**src/rtl/uart_imem_loader.sv**
```systemverilog
// uart_imem_loader
//   Boot loader fed by the UART byte receiver. It parses the frame
//     0xA5, LEN_LO, LEN_HI, N x {b0,b1,b2,b3} (little-endian words) [, CHK]
//   and writes each assembled word into instruction memory starting at
//   BASE_ADDR. Addresses wrap modulo 2^ADDR_W. The CPU is held while a
//   frame is in flight.
//
//   Optional feature macro: UART_LOADER_CHECKSUM_EN
//     defined   : a trailing checksum byte (8-bit sum of the data bytes) is
//                 expected; a mismatch raises load_err and suppresses load_done.
//     undefined : the frame ends right after the last data word.
//
// Ports
//   clk, rst_n         : clock, synchronous active-low reset
//   rx_data, rx_valid  : byte stream from the UART receiver (1-cycle strobe)
//   mem_we             : 1-cycle word write strobe
//   mem_addr, mem_wdata: write address / data, valid while mem_we is high
//   cpu_hold, busy     : high while a frame is being received
//   load_done          : 1-cycle pulse on a successful frame
//   load_err           : sticky error, cleared by the next accepted sync byte
module uart_imem_loader #(
  parameter int ADDR_W         = 10,
  parameter int BASE_ADDR      = 0,
  parameter int TIMEOUT_CYCLES = 5000000
) (
  input  logic              clk,
  input  logic              rst_n,
  input  logic [7:0]        rx_data,
  input  logic              rx_valid,
  output logic              mem_we,
  output logic [ADDR_W-1:0] mem_addr,
  output logic [31:0]       mem_wdata,
  output logic              cpu_hold,
  output logic              busy,
  output logic              load_done,
  output logic              load_err
);

  localparam logic [7:0]        SYNC     = 8'hA5;
  localparam logic [31:0]       MAX_LEN  = 32'(1) << ADDR_W;
  localparam logic [31:0]       TMO_LAST = 32'(TIMEOUT_CYCLES - 1);
  localparam logic [ADDR_W-1:0] BASE_A   = ADDR_W'(BASE_ADDR);

  typedef enum logic [2:0] {
    S_IDLE,
    S_LEN_LO,
    S_LEN_HI,
`ifdef UART_LOADER_CHECKSUM_EN
    S_CHK,
`endif
    S_DATA
  } state_e;

  state_e            state_q, state_d;
  logic [7:0]        len_lo_q, len_lo_d;
  logic [15:0]       len_q, len_d;
  logic [15:0]       idx_q, idx_d;
  logic [1:0]        bcnt_q, bcnt_d;
  logic [23:0]       asm_q, asm_d;
  logic [31:0]       tmo_q, tmo_d;
  logic              mem_we_q, mem_we_d;
  logic [ADDR_W-1:0] mem_addr_q, mem_addr_d;
  logic [31:0]       mem_wdata_q, mem_wdata_d;
  logic              busy_q, busy_d;
  logic              done_q, done_d;
  logic              err_q, err_d;
`ifdef UART_LOADER_CHECKSUM_EN
  logic [7:0]        sum_q, sum_d;
`endif

  logic [15:0] len_full;
  assign len_full = {rx_data, len_lo_q};

  always_comb begin
    state_d     = state_q;
    len_lo_d    = len_lo_q;
    len_d       = len_q;
    idx_d       = idx_q;
    bcnt_d      = bcnt_q;
    asm_d       = asm_q;
    mem_we_d    = 1'b0;
    mem_addr_d  = mem_addr_q;
    mem_wdata_d = mem_wdata_q;
    done_d      = 1'b0;
    err_d       = err_q;
`ifdef UART_LOADER_CHECKSUM_EN
    sum_d       = sum_q;
`endif

    // Inter-byte gap counter: idle in IDLE, reloaded by every byte.
    if (state_q == S_IDLE || rx_valid) tmo_d = '0;
    else                               tmo_d = tmo_q + 32'd1;

    if (rx_valid) begin
      // A byte arriving on the expiry cycle wins over the timeout.
      case (state_q)
        S_IDLE: begin
          if (rx_data == SYNC) begin
            state_d = S_LEN_LO;
            err_d   = 1'b0;
            idx_d   = '0;
            bcnt_d  = '0;
`ifdef UART_LOADER_CHECKSUM_EN
            sum_d   = '0;
`endif
          end
        end
        S_LEN_LO: begin
          len_lo_d = rx_data;
          state_d  = S_LEN_HI;
        end
        S_LEN_HI: begin
          len_d = len_full;
          if ({16'd0, len_full} > MAX_LEN) begin
            err_d   = 1'b1;
            state_d = S_IDLE;
          end else if (len_full == 16'd0) begin
`ifdef UART_LOADER_CHECKSUM_EN
            state_d = S_CHK;
`else
            done_d  = 1'b1;
            state_d = S_IDLE;
`endif
          end else begin
            state_d = S_DATA;
          end
        end
        S_DATA: begin
`ifdef UART_LOADER_CHECKSUM_EN
          sum_d  = sum_q + rx_data;
`endif
          bcnt_d = bcnt_q + 2'd1;
          // Shift right so the first byte of the word ends up in bits [7:0].
          asm_d  = {rx_data, asm_q[23:8]};
          if (bcnt_q == 2'd3) begin
            mem_we_d    = 1'b1;
            mem_addr_d  = BASE_A + ADDR_W'(idx_q);
            mem_wdata_d = {rx_data, asm_q};
            idx_d       = idx_q + 16'd1;
            if (idx_q == len_q - 16'd1) begin
`ifdef UART_LOADER_CHECKSUM_EN
              state_d = S_CHK;
`else
              done_d  = 1'b1;
              state_d = S_IDLE;
`endif
            end
          end
        end
`ifdef UART_LOADER_CHECKSUM_EN
        S_CHK: begin
          if (rx_data == sum_q) done_d = 1'b1;
          else                  err_d  = 1'b1;
          state_d = S_IDLE;
        end
`endif
        default: state_d = S_IDLE;
      endcase
    end else if (state_q != S_IDLE && tmo_q == TMO_LAST) begin
      err_d   = 1'b1;
      state_d = S_IDLE;
    end

    // Registered from the next state so busy drops with load_done / load_err.
    busy_d = (state_d != S_IDLE);
  end

  always_ff @(posedge clk) begin
    if (!rst_n) begin
      state_q     <= S_IDLE;
      len_lo_q    <= '0;
      len_q       <= '0;
      idx_q       <= '0;
      bcnt_q      <= '0;
      asm_q       <= '0;
      tmo_q       <= '0;
      mem_we_q    <= 1'b0;
      mem_addr_q  <= '0;
      mem_wdata_q <= '0;
      busy_q      <= 1'b0;
      done_q      <= 1'b0;
      err_q       <= 1'b0;
`ifdef UART_LOADER_CHECKSUM_EN
      sum_q       <= '0;
`endif
    end else begin
      state_q     <= state_d;
      len_lo_q    <= len_lo_d;
      len_q       <= len_d;
      idx_q       <= idx_d;
      bcnt_q      <= bcnt_d;
      asm_q       <= asm_d;
      tmo_q       <= tmo_d;
      mem_we_q    <= mem_we_d;
      mem_addr_q  <= mem_addr_d;
      mem_wdata_q <= mem_wdata_d;
      busy_q      <= busy_d;
      done_q      <= done_d;
      err_q       <= err_d;
`ifdef UART_LOADER_CHECKSUM_EN
      sum_q       <= sum_d;
`endif
    end
  end

  assign mem_we    = mem_we_q;
  assign mem_addr  = mem_addr_q;
  assign mem_wdata = mem_wdata_q;
  assign busy      = busy_q;
  assign cpu_hold  = busy_q;
  assign load_done = done_q;
  assign load_err  = err_q;

endmodule

```
**config.mk**
```make
export PLATFORM = sky130hd
export DESIGN_NAME = uart_imem_loader
export DESIGN_NICKNAME = d
export VERILOG_FILES = /design/src/rtl/uart_imem_loader.sv
export SDC_FILE = /design/constraint.sdc
export NUM_CORES = 1
export LEC_CHECK = 0
export CAP_MARGIN = 40
export CORE_ASPECT_RATIO = 2
export CORE_UTILIZATION = 40
export CTS_BUF_LIST = sky130_fd_sc_hd__clkbuf_4 sky130_fd_sc_hd__clkbuf_8
export CTS_CLUSTER_SIZE = 40
export DETAILED_ROUTE_END_ITERATION = 12
export GPL_TIMING_DRIVEN = 0
export PLACE_DENSITY = 0.69
export SYNTH_ARGS = -nofsm -noshare
export SYNTH_HDL_FRONTEND = slang
export SYNTH_SLANG_ARGS = --single-unit
```
**constraint.sdc**
```tcl
create_clock -name clk -period 2.3 [get_ports clk]
set_input_delay 0.46 -clock clk [delete_from_list [all_inputs] [get_ports clk]]
set_output_delay 0.46 -clock clk [all_outputs]
set_load 0.1 [all_outputs]
```
==> impl_metrics.py <==
metrics = {
    "worst_hold_path": {
        "min_delay_path_depth": 3,
        "worstHoldEndpoint": "mem_wdata[30]",
        "hp-start": "rx_data[6]",
        "hold_path.class": "input pin to register",
    },
    "drt": {
        "vias": 5938,
        "dr.pass1.iters": 4,
        "wl_per_cell_um": 15.51,
        "drcViolationCount": 0,
        "vias_per_cell": 5.177,
        "ant_nets": 0,
        "drt_iter0_drc": 274,
        "postRouteWirelength_um": 17790,
    },
    "logic_synthesis": {
        "async_reset_ff_share_pct": 0,
        "synth_area_leader_cell": "dfxtp_1",
        "synth_seq_area_share_pct": 44.33,
        "synth_cell_type_count": 59,
        "yosysMostFrequentCell": "nand2_1",
        "synth.area.top_cells": "dfxtp_1, nand2_1, a21boi_0",
        "synth_area_um2": 6639,
        "syn_inst": 805,
        "synth_top_area_share_pct": 44.33,
        "synth-edff-count": 0,
        "avgSynthCellArea_um2": 8.247,
        "yosys-top-cells-count": "nand2_1, dfxtp_1, a21boi_0, nor2_1, clkbuf_1",
        "yosysWarnings": 0,
        "synth_flop_cell": "dfxtp_1",
        "syn-num-nets": 820,
        "synth_seq_cells": 147,
    },
    "floorplanning": {
        "fp.coreArea_um2": 16270,
        "std_cell_rows": 66,
        "die-area_um2": 17150,
        "initial_core_util_pct": 40.81,
        "io_pins": 58,
        "die_h_um": 184.2,
        "fp.dieW_um": 93.10,
    },
    "sta": {
        "fmax_mhz": 397.0,
        "rsz0062_at_grt": "true",
        "relSlewSlack_pct": 58.42,
        "clock-skew-final_ns": 0.01334,
        "post-route-period-util_pct": 109.5,
        "tightest_slew_ns": 0.6195,
        "finalHoldViolations": 0,
        "period_needed_ns": 2.519,
        "fin_ws_ns": -0.2188,
        "setup_violations": 4,
        "drv_slew": 0,
        "holdWs_ns": 0.3884,
    },
    "clocking": {
        "clock-sinks": 147,
        "htree_levels": 4,
        "insertion_delay_ns": 0.46,
        "cts_tree": "yes",
        "clk_path_buf_depth": 2,
        "cts_buffers": 17,
        "cts_root_buffer": "clkbuf_8",
        "hold_buffers": 0,
        "path_clk_slew_ns": 0.09,
    },
    "worst_setup_path": {
        "reg2reg_to": "state_q[0]",
        "reg2reg_slack_ns": -0.22,
        "worstPathRequired_ns": 2.65,
        "worst_setup_path_start_kind": "register",
        "r2r_cells": 7,
        "critPathCaptureType": "register",
        "slowest_delay_ns": 0.50,
        "crit_chain": "or3_4, or4_4, a2111oi_4, o211ai_1, a2111oi_4, nor2_1, o211a_1",
        "cpMostUsedCell": "a2111oi_4",
        "rr_startpoint": "len_q[2]",
        "critPathKind": "register to register",
        "critical_path.slowest_cell": "or4_4",
        "critPathMaxFanout": 4,
        "critPathArrivalTime_ns": 2.87,
        "crit_start": "len_q[2]",
    },
    "power_and_ir_drop": {
        "switching_share_pct": 25.24,
        "internal_power_w": 0.003539,
        "switching_power_w": 0.001195,
        "vdd_drop_max_mv": 0.4269,
        "p_leak_nw": 3.043,
        "p_seq_share_pct": 54.0,
        "comb_power_share_pct": 4.1,
        "p_clk_share_pct": 41.9,
        "total_power_w": 0.004734,
        "powerDensity_nw_per_um2": 538.5,
    },
    "global_routing": {
        "grt_pass1_wl_um": 28730,
        "grt_start_max_net_pins": 17,
        "grtUsageTotal_pct": 21.94,
        "overflow": 0,
        "grt_pass1_vias": 6156,
        "antenna_found_initial": 0,
    },
    "place": {
        "io_buffers": 56,
        "routabilityCongestion": 0.8807,
        "dpl_cell_area_um2": 8199,
        "hpwlAfterDp_um": 13890,
        "dpl.cell_count": 1112,
    },
    "finish": {
        "fin_area_um2": 8791,
        "area_growth_pct": 32.42,
        "final_cells": 1147,
        "drive_gt1_share_pct": 13.79,
        "n_antenna_cell": 0,
        "final_nets": 945,
    },
    "run_status": {
        "violations": "setup timing",
        "status": "complete, but fails checks",
    },
    "flow_run": {
        "drv_cap": 0,
    },
}
## metrics by stage
stage / utilization, % / setup TNS, ns / worst slack (ns)
2_1_floorplan: - / -0.1887 / -0.1135
3_3_place_gp: 45.83 / -55.60 / -1.132
3_5_place_dp: 50.40 / -57.67 / -1.167
4_1_cts: 53.53 / -0.5830 / -0.2013
5_1_grt: 54.04 / -1.125 / -0.3285
6_report: 54.04 / -0.6891 / -0.2188
## layer usage
metal	vias up	wire (µm)	GRT usage [%]	share of wire [%]
met3	70	489	3.754	2.7
li1	2988	-	-	-
met4	0	1347	18.09	7.6
met5	-	0	0	0
met2	128	10040	42.15	56
met1	2752	5916	19.04	33
## layout by cell type (no fill, tap or decap), types with 10 or more instances in the layout
cell type	synthesis	final
buf_8	0	44
and3_1	16	16
dfxtp_1	147	143
nor2b_1	11	10
nor2_1	61	61
nand4_1	18	18
clkdlybuf4s50_1	0	49
a21boi_0	90	90
a21oi_1	11	10
clkbuf_1	43	38
xor2_1	30	30
buf_4	2	10
o21ai_0	10	10
clkbuf_8	0	18
xnor2_1	20	20
nand2_1	215	214
nand3_1	23	22
## power by group through the flow
| stage | Sequential, W | Clock (W) | Combinational (W) |
|---|---|---|---|
| 2_1_floorplan | 0.00263 | 0 | 0.000103 |
| 3_3_place_gp | 0.00262 | 0 | 0.000179 |
| 3_5_place_dp | 0.00262 | 0 | 0.000188 |
| 4_1_cts | 0.00255 | 0.00202 | 0.000193 |
| 5_1_grt | 0.00256 | 0.00213 | 0.000208 |
| 6_report | 0.00256 | 0.00198 | 0.000194 |
## layout make-up
cell class | count | area [µm²]
multi-input combinational | 604 | 3613
tap | 204 | 255.2
clock inverter | 14 | 140.1
buffer | 42 | 170.2
fill | 1510 | 7477
sequential | 147 | 2953
clock buffer | 18 | 247.7
timing repair buffer | 112 | 1389
inverter | 6 | 22.52
## cells by family after synthesis
family,after synthesis,share of synthesized area (%)
flops,147,44.33
simple gates,409,28.84
xor+xnor,50,6.596
buf+inv,54,3.298
compound gates,138,15.72
fa+ha+maj,4,0.7539
mux,3,0.4712
## flip-flops by register name (all words and copies together) (netlist names)
signal and flops:
mem_addr 10, tmo_q 32, idx_q 16, load_done 1, state_q 3, mem_wdata 32
load_err 1, busy 1, len_q 16, len_lo_q 8, asm_q 24, mem_we 1
bcnt_q 2
## timing repair
item	in CTS	in global routing
resized for setup	25	19
pin swaps	3	2
setup buffers	7	2
setup endpoints to repair	58	28
## how the worst max path moves through the flow
stage | endpoint | slack, ns | depth (start not counted)
2_1_floorplan | state_q[0] | -0.11 | 8
3_3_place_gp | idx_q[15] | -1.13 | 11
3_5_place_dp | idx_q[15] | -1.17 | 11
4_1_cts | state_q[0] | -0.20 | 7
5_1_grt | state_q[1] | -0.33 | 9
6_report | state_q[0] | -0.22 | 7
## critical path, delay by kind of cell, from the launching register on
| family | cells | cell delay (ns) |
|---|---|---|
| AO/OA/AOI/OAI | 4 | 1.09 |
| AND/OR/NAND/NOR | 3 | 0.97 |
| flip-flops | 1 | 0.36 |
No activity file was read; power rests on OpenSTA's default activity.
==> edit 1, RTL diff (same settings) <==
Build with the macro `UART_LOADER_CHECKSUM_EN` defined.
--- a/src/rtl/uart_imem_loader.sv
+++ b/src/rtl/uart_imem_loader.sv
@@ -18,6 +18,8 @@
 //   cpu_hold, busy     : high while a frame is being received
 //   load_done          : 1-cycle pulse on a successful frame
 //   load_err           : sticky error, cleared by the next accepted sync byte
+`define UART_LOADER_CHECKSUM_EN
+
 module uart_imem_loader #(
   parameter int ADDR_W         = 10,
   parameter int BASE_ADDR      = 0,
Behaviour: not the same (a bounded check fails within 4 cycles, from zero or initial values and one cycle with rst_n low).
==> edit 1 against the unedited design <==
Synthesized area rose by 2.1%. Cell area is 3.0% higher. First-iteration DRC count grew 3.3%. Sequential cell count rose by 8. Largest power group unchanged. Setup slack improved by 180 ps. Routed wire length grew 4.6%. Total power is 6.7% higher. Largest cell class unchanged. Synthesized cell count up 4.0%. The run still ends with negative setup slack left. Cell count grew 3.0%.
==> edit 1: results (changes against the unedited design) <==
- Outcome: finished, violations left
- Failing checks: negative setup slack
- CP Launch Point: rx_data[2]
- Syn_area_per_cell: 8.10 sq um (-1.8%)
- Distinct cell type count after synthesis: 58 (-1.7%)
- Fill count: 1496 (-0.93%)
- Reg2reg setup slack: -30 ps (+190 ps)
- Placed Cells: 1147 (+3.1%)
- M1 wire length: 6460 microns (+9.1%)
- HPWL after detailed placement: 14100 microns (+1.8%)
- Iteration-0 DRC Markers: 283 (+3.3%)
- Syn_nets: 860 (+4.9%)
- Share of cells above drive strength 1: 14.3% (+0.49 points)
- DR pass1 iterations: 5 (+1)
- Met2 routed WL: 10700 microns (+6.7%)
- Slew @ Worst Pin: 785 ps (+166 ps)
- Setup TNS: -67.2 ps (+622 ps)
- Top cells by area, synth: dfxtp_1 (46%), nand2_1 (12%), a21oi_1 (7.9%)
- Most frequent cells after synthesis: nand2_1 (210), dfxtp_1 (155), a21oi_1 (107), nor2_1 (77), xnor2_1 (41)
- Reg2Reg Depth: 9 (+2)
- DR WL met3: 558 microns (+14%)
- Worst r2r src: len_q[0]
- Crit Reg-Reg Endpoint: busy
- Vias in the first global route: 6098 (-0.94%)
- Vias per cell: 5.25 (+1.5%)
- Placer Congestion: 0.874 (-0.77%)
- # setup viols final: 2 (-2)
- Final worst slack: -40.7 ps (+178 ps)
- Routed wire length: 18600 microns (+4.6%)
- DP Worst Slack: -1030 ps (+140 ps)
- Fin nets: 984 (+4.1%)
- Global-route wire length before repair: 29900 microns (+4.1%)
- IO buf count: 56 (unchanged)
- Clock Skew: 17.5 ps (+4.14 ps)
- Final non-filler cell total: 1181 (+3.0%)
- Leak: 3.17 nW (+4.1%)
- Total GRT Usage: 22.4% (+0.48 points)
- CP endpoint: sum_q[7]
- WP data arrival: 2670 ps (-200 ps)
[edit 1: cell count changes in the layout (fill, tap and decap cells not counted), moves of 11 or more]
cell and delta:
nor2_1 +16, a22oi_1 +11, xnor2_1 +21, a21oi_1 +95
a21boi_0 -90
[edit 1: cell families (layout without fill, tap and decap cells)]
logic type | count (synthesis) | count (layout) | share of synthesized area (%)
compound gates | 145 | 145 | 12.3
simple gates | 399 | 399 | 27.1
flops | 155 | 155 | 45.8
buf+inv | 56 | 193 | 3.34
mux | 2 | 2 | 0.332
xor+xnor | 68 | 68 | 8.79
fa+ha+maj | 12 | 12 | 2.33
[edit 1: worst min path at each step]
stage                     slack [ps]            end  cells past startpoint
after CTS                        460  mem_wdata[22]                      2
after floorplan                  430       tmo_q[0]                      1
after global placement           440       tmo_q[0]                      1
after detailed placement         450  mem_wdata[22]                      2
after global routing             390      len_q[12]                      3
final                            410      asm_q[17]                      3
[edit 1: routing by layer]
layer	GRT usage, %	up-vias
met1	20.8	2926
met5	0	-
li1	-	3065
met2	44.1	152
met3	4.04	61
met4	12.6	0
[edit 1: power by group]
| group | internal, W | total, W | switching, W |
|---|---|---|---|
| Sequential | 0.00268 | 0.00268 | 0.000000870 |
| Clock | 0.00115 | 0.00222 | 0.00107 |
| Combinational | 0.0000391 | 0.000148 | 0.000109 |
| Total | 0.00387 | 0.00505 | 0.00118 |
[edit 1: what timing repair did]
item / in CTS / in global routing
gates cloned: 0 / 0
setup buffers: 1 / 3
setup endpoints to repair: 85 / 72
resized for setup: 27 / 28
pin swaps: 2 / 10
hold endpoints to repair: 0 / 0
[edit 1: worst max-delay path: stages]
cell and delay, ps:
clkdlybuf4s50_1 440, ha_1 370, a21oi_2 180, o21bai_1 120, a2111oi_2 470, nor3_1 150, o2111a_1 160, a311o_1 300
[edit 1: final cells by class]
cell class,instances,share of cell area [%]
clock buffers,20,2.97
well taps,207,2.86
plain buffers,42,2.07
multi-input cells,626,39.3
inverters,12,0.525
clock inverters,12,1.80
flip-flops and latches,155,34.4
repair buffers,107,16.1
[edit 1: metrics by stage]
stage          hold slack (ps)  cell area (sq um)
3_3_place_gp               441               7600
6_report                   407               9050
3_5_place_dp               447               8460
5_1_grt                    393               9050
2_1_floorplan              426               6780
4_1_cts                    458               8960
==> edit 2, RTL diff (config.mk and constraints unchanged) <==
Made on the original files. Encoding of `state_e`: now Gray code (2 bits for 4 states).
--- a/src/rtl/uart_imem_loader.sv
+++ b/src/rtl/uart_imem_loader.sv
@@ -41,14 +41,14 @@
   localparam logic [31:0]       TMO_LAST = 32'(TIMEOUT_CYCLES - 1);
   localparam logic [ADDR_W-1:0] BASE_A   = ADDR_W'(BASE_ADDR);
 
-  typedef enum logic [2:0] {
-    S_IDLE,
-    S_LEN_LO,
-    S_LEN_HI,
+  typedef enum logic [1:0] {
+    S_IDLE   = 2'b00,
+    S_LEN_LO = 2'b01,
+    S_LEN_HI = 2'b11,
 `ifdef UART_LOADER_CHECKSUM_EN
     S_CHK,
 `endif
-    S_DATA
+    S_DATA   = 2'b10
   } state_e;
 
   state_e            state_q, state_d;
Check against the original RTL: same outputs for any inputs over 4 cycles, from zero or initial values and one cycle with rst_n low; so few cycles prove little.
==> edit 2 against the unedited design <==
The run still ends with negative setup slack left. Cell count is 3.1% lower. Clock skew is 2.7 ps lower. Largest power group unchanged. Sequential cell count is 1 lower. Cell area is 4.6% lower. Combinational power is 41% lower. Synthesized area is 6.9% lower. Routed wire length is 2.9% lower. Setup slack better by 160 ps. Total power is 3.9% lower.
==> edit 2: results (changes against the unedited design) <==
- Final non-filler cell total: 1111 (-3.1%)
- IO buf count: 55 (-1.8%)
- Switching Fraction: 23.9% (-1.3 points)
- Max_slew headroom: 57.7% (-0.74 points)
- Sequential fraction of the synthesis area: 47.3% (+3.0 points)
- Reg2Reg Depth: 10 (+3)
- Syn_nets: 787 (-4.0%)
- HPWL after detailed placement: 13000 microns (-6.4%)
- Clock Skew: 10.6 ps (-2.75 ps)
- Top cells by area, synth: dfxtp_1 (47%), nand2_1 (12%), a21oi_1 (7.7%)
- Placed Instance Area: 0.00776 sq mm (-5.3%)
- Failing checks: negative setup slack
- Skew-Pair Late Insertion Delay: 440 ps (-20 ps)
- Share of cells above drive strength 1: 14.4% (+0.62 points)
- Iteration-0 DRC Markers: 312 (+14%)
- Placer Congestion: 0.877 (-0.44%)
- Outcome: finished, violations left
- DR pass1 iterations: 5 (+1)
- Final worst slack: -59.1 ps (+160 ps)
- Synthesized instance count: 772 (-4.1%)
- Most frequent cells after synthesis: nand2_1 (190), dfxtp_1 (146), a21oi_1 (95), nor2_1 (74), clkbuf_1 (37)
- Distinct cell type count after synthesis: 49 (-17%)
- # setup viols final: 2 (-2)
- Fin nets: 918 (-2.9%)
- Max VDD drop: 0.000478 V (+12%)
- Vias per cell: 5.16 (-0.24%)
- Total GRT Usage: 22.1% (+0.17 points)
- Vias in the first global route: 5779 (-6.1%)
- Leak: 2.96 nW (-2.7%)
- WP data arrival: 2650 ps (-220 ps)
- Hold path depth: 2 (-1)
-- edit 2: cell count changes after synthesis, sizes merged, moves of 7 or more --
| cell | before | now |
|---|---|---|
| nor2 | 61 | 74 |
| nor2b | 11 | 4 |
| a21boi | 90 | 0 |
| inv | 6 | 13 |
| nand2 | 215 | 190 |
| and3 | 16 | 7 |
| a21oi | 11 | 95 |
| mux2i | 2 | 12 |
-- edit 2: power by group through the flow --
stage	registers [W]	logic, W	clock network [W]
3_5_place_dp	0.00259	0.000110	0
5_1_grt	0.00252	0.000120	0.00205
6_report	0.00252	0.000114	0.00191
3_3_place_gp	0.00259	0.000105	0
4_1_cts	0.00253	0.000109	0.00194
2_1_floorplan	0.00260	0.0000417	0
-- edit 2: stage by stage --
step	setup TNS, ps	hold slack (ps)
2_1_floorplan	0	426
3_3_place_gp	-32740	441
3_5_place_dp	-34090	445
4_1_cts	-19.3	452
5_1_grt	-268	480
6_report	-105	453
-- edit 2: timing repair --
item,in CTS,in global routing
hold buffers,0,0
pin swaps,11,1
endpoints found under the setup margin,22,24
endpoints found under the hold margin,0,0
buffers inserted,8,6
resized for setup,30,18
-- edit 2: worst paths after layout --
| path | slack [ps] | endpoint | startpoint |
|---|---|---|---|
| min | 450 | len_q[3] | len_lo_q[3] |
| max | -60 | busy | len_q[0] |
| max reg2reg | -60 | busy | len_q[0] |
| min reg2reg | 450 | len_q[3] | len_lo_q[3] |
-- edit 2: per-layer routing --
layer	GRT usage, %	vias up	part of all wire, %
li1	-	2852	-
met1	18.9	2705	34
met2	45.3	126	58
met3	3.94	55	2.9
met4	14.5	0	5.3
met5	0	-	0
-- edit 2: cells by family after synthesis --
kind of cell	count (synthesis)	share of synthesized area, %
buf+inv	57	3.73
xor+xnor	59	8.36
fa+ha+maj	4	0.810
flops	146	47.3
mux	13	2.13
compound gates	125	11.0
simple gates	368	26.6
-- edit 2: final cells by class --
cell class	instances	area, sq um
multi-input cells	569	3170
clock buffers	20	263
clock inverters	12	109
well taps	195	244
repair buffers	116	1440
flip-flops and latches	146	2940
plain buffers	40	161
inverters	13	53.8
fillers	1374	6590
-- edit 2: worst max-delay path, cell delays in order, from the launching register on --
cell,delay [ps]
dfxtp_4,370
inv_4,60
ha_4,140
or3b_4,410
nor2_4,170
nand4_1,100
a21oi_1,160
nand4_1,160
buf_4,180
o31ai_2,280
a31oi_1,180
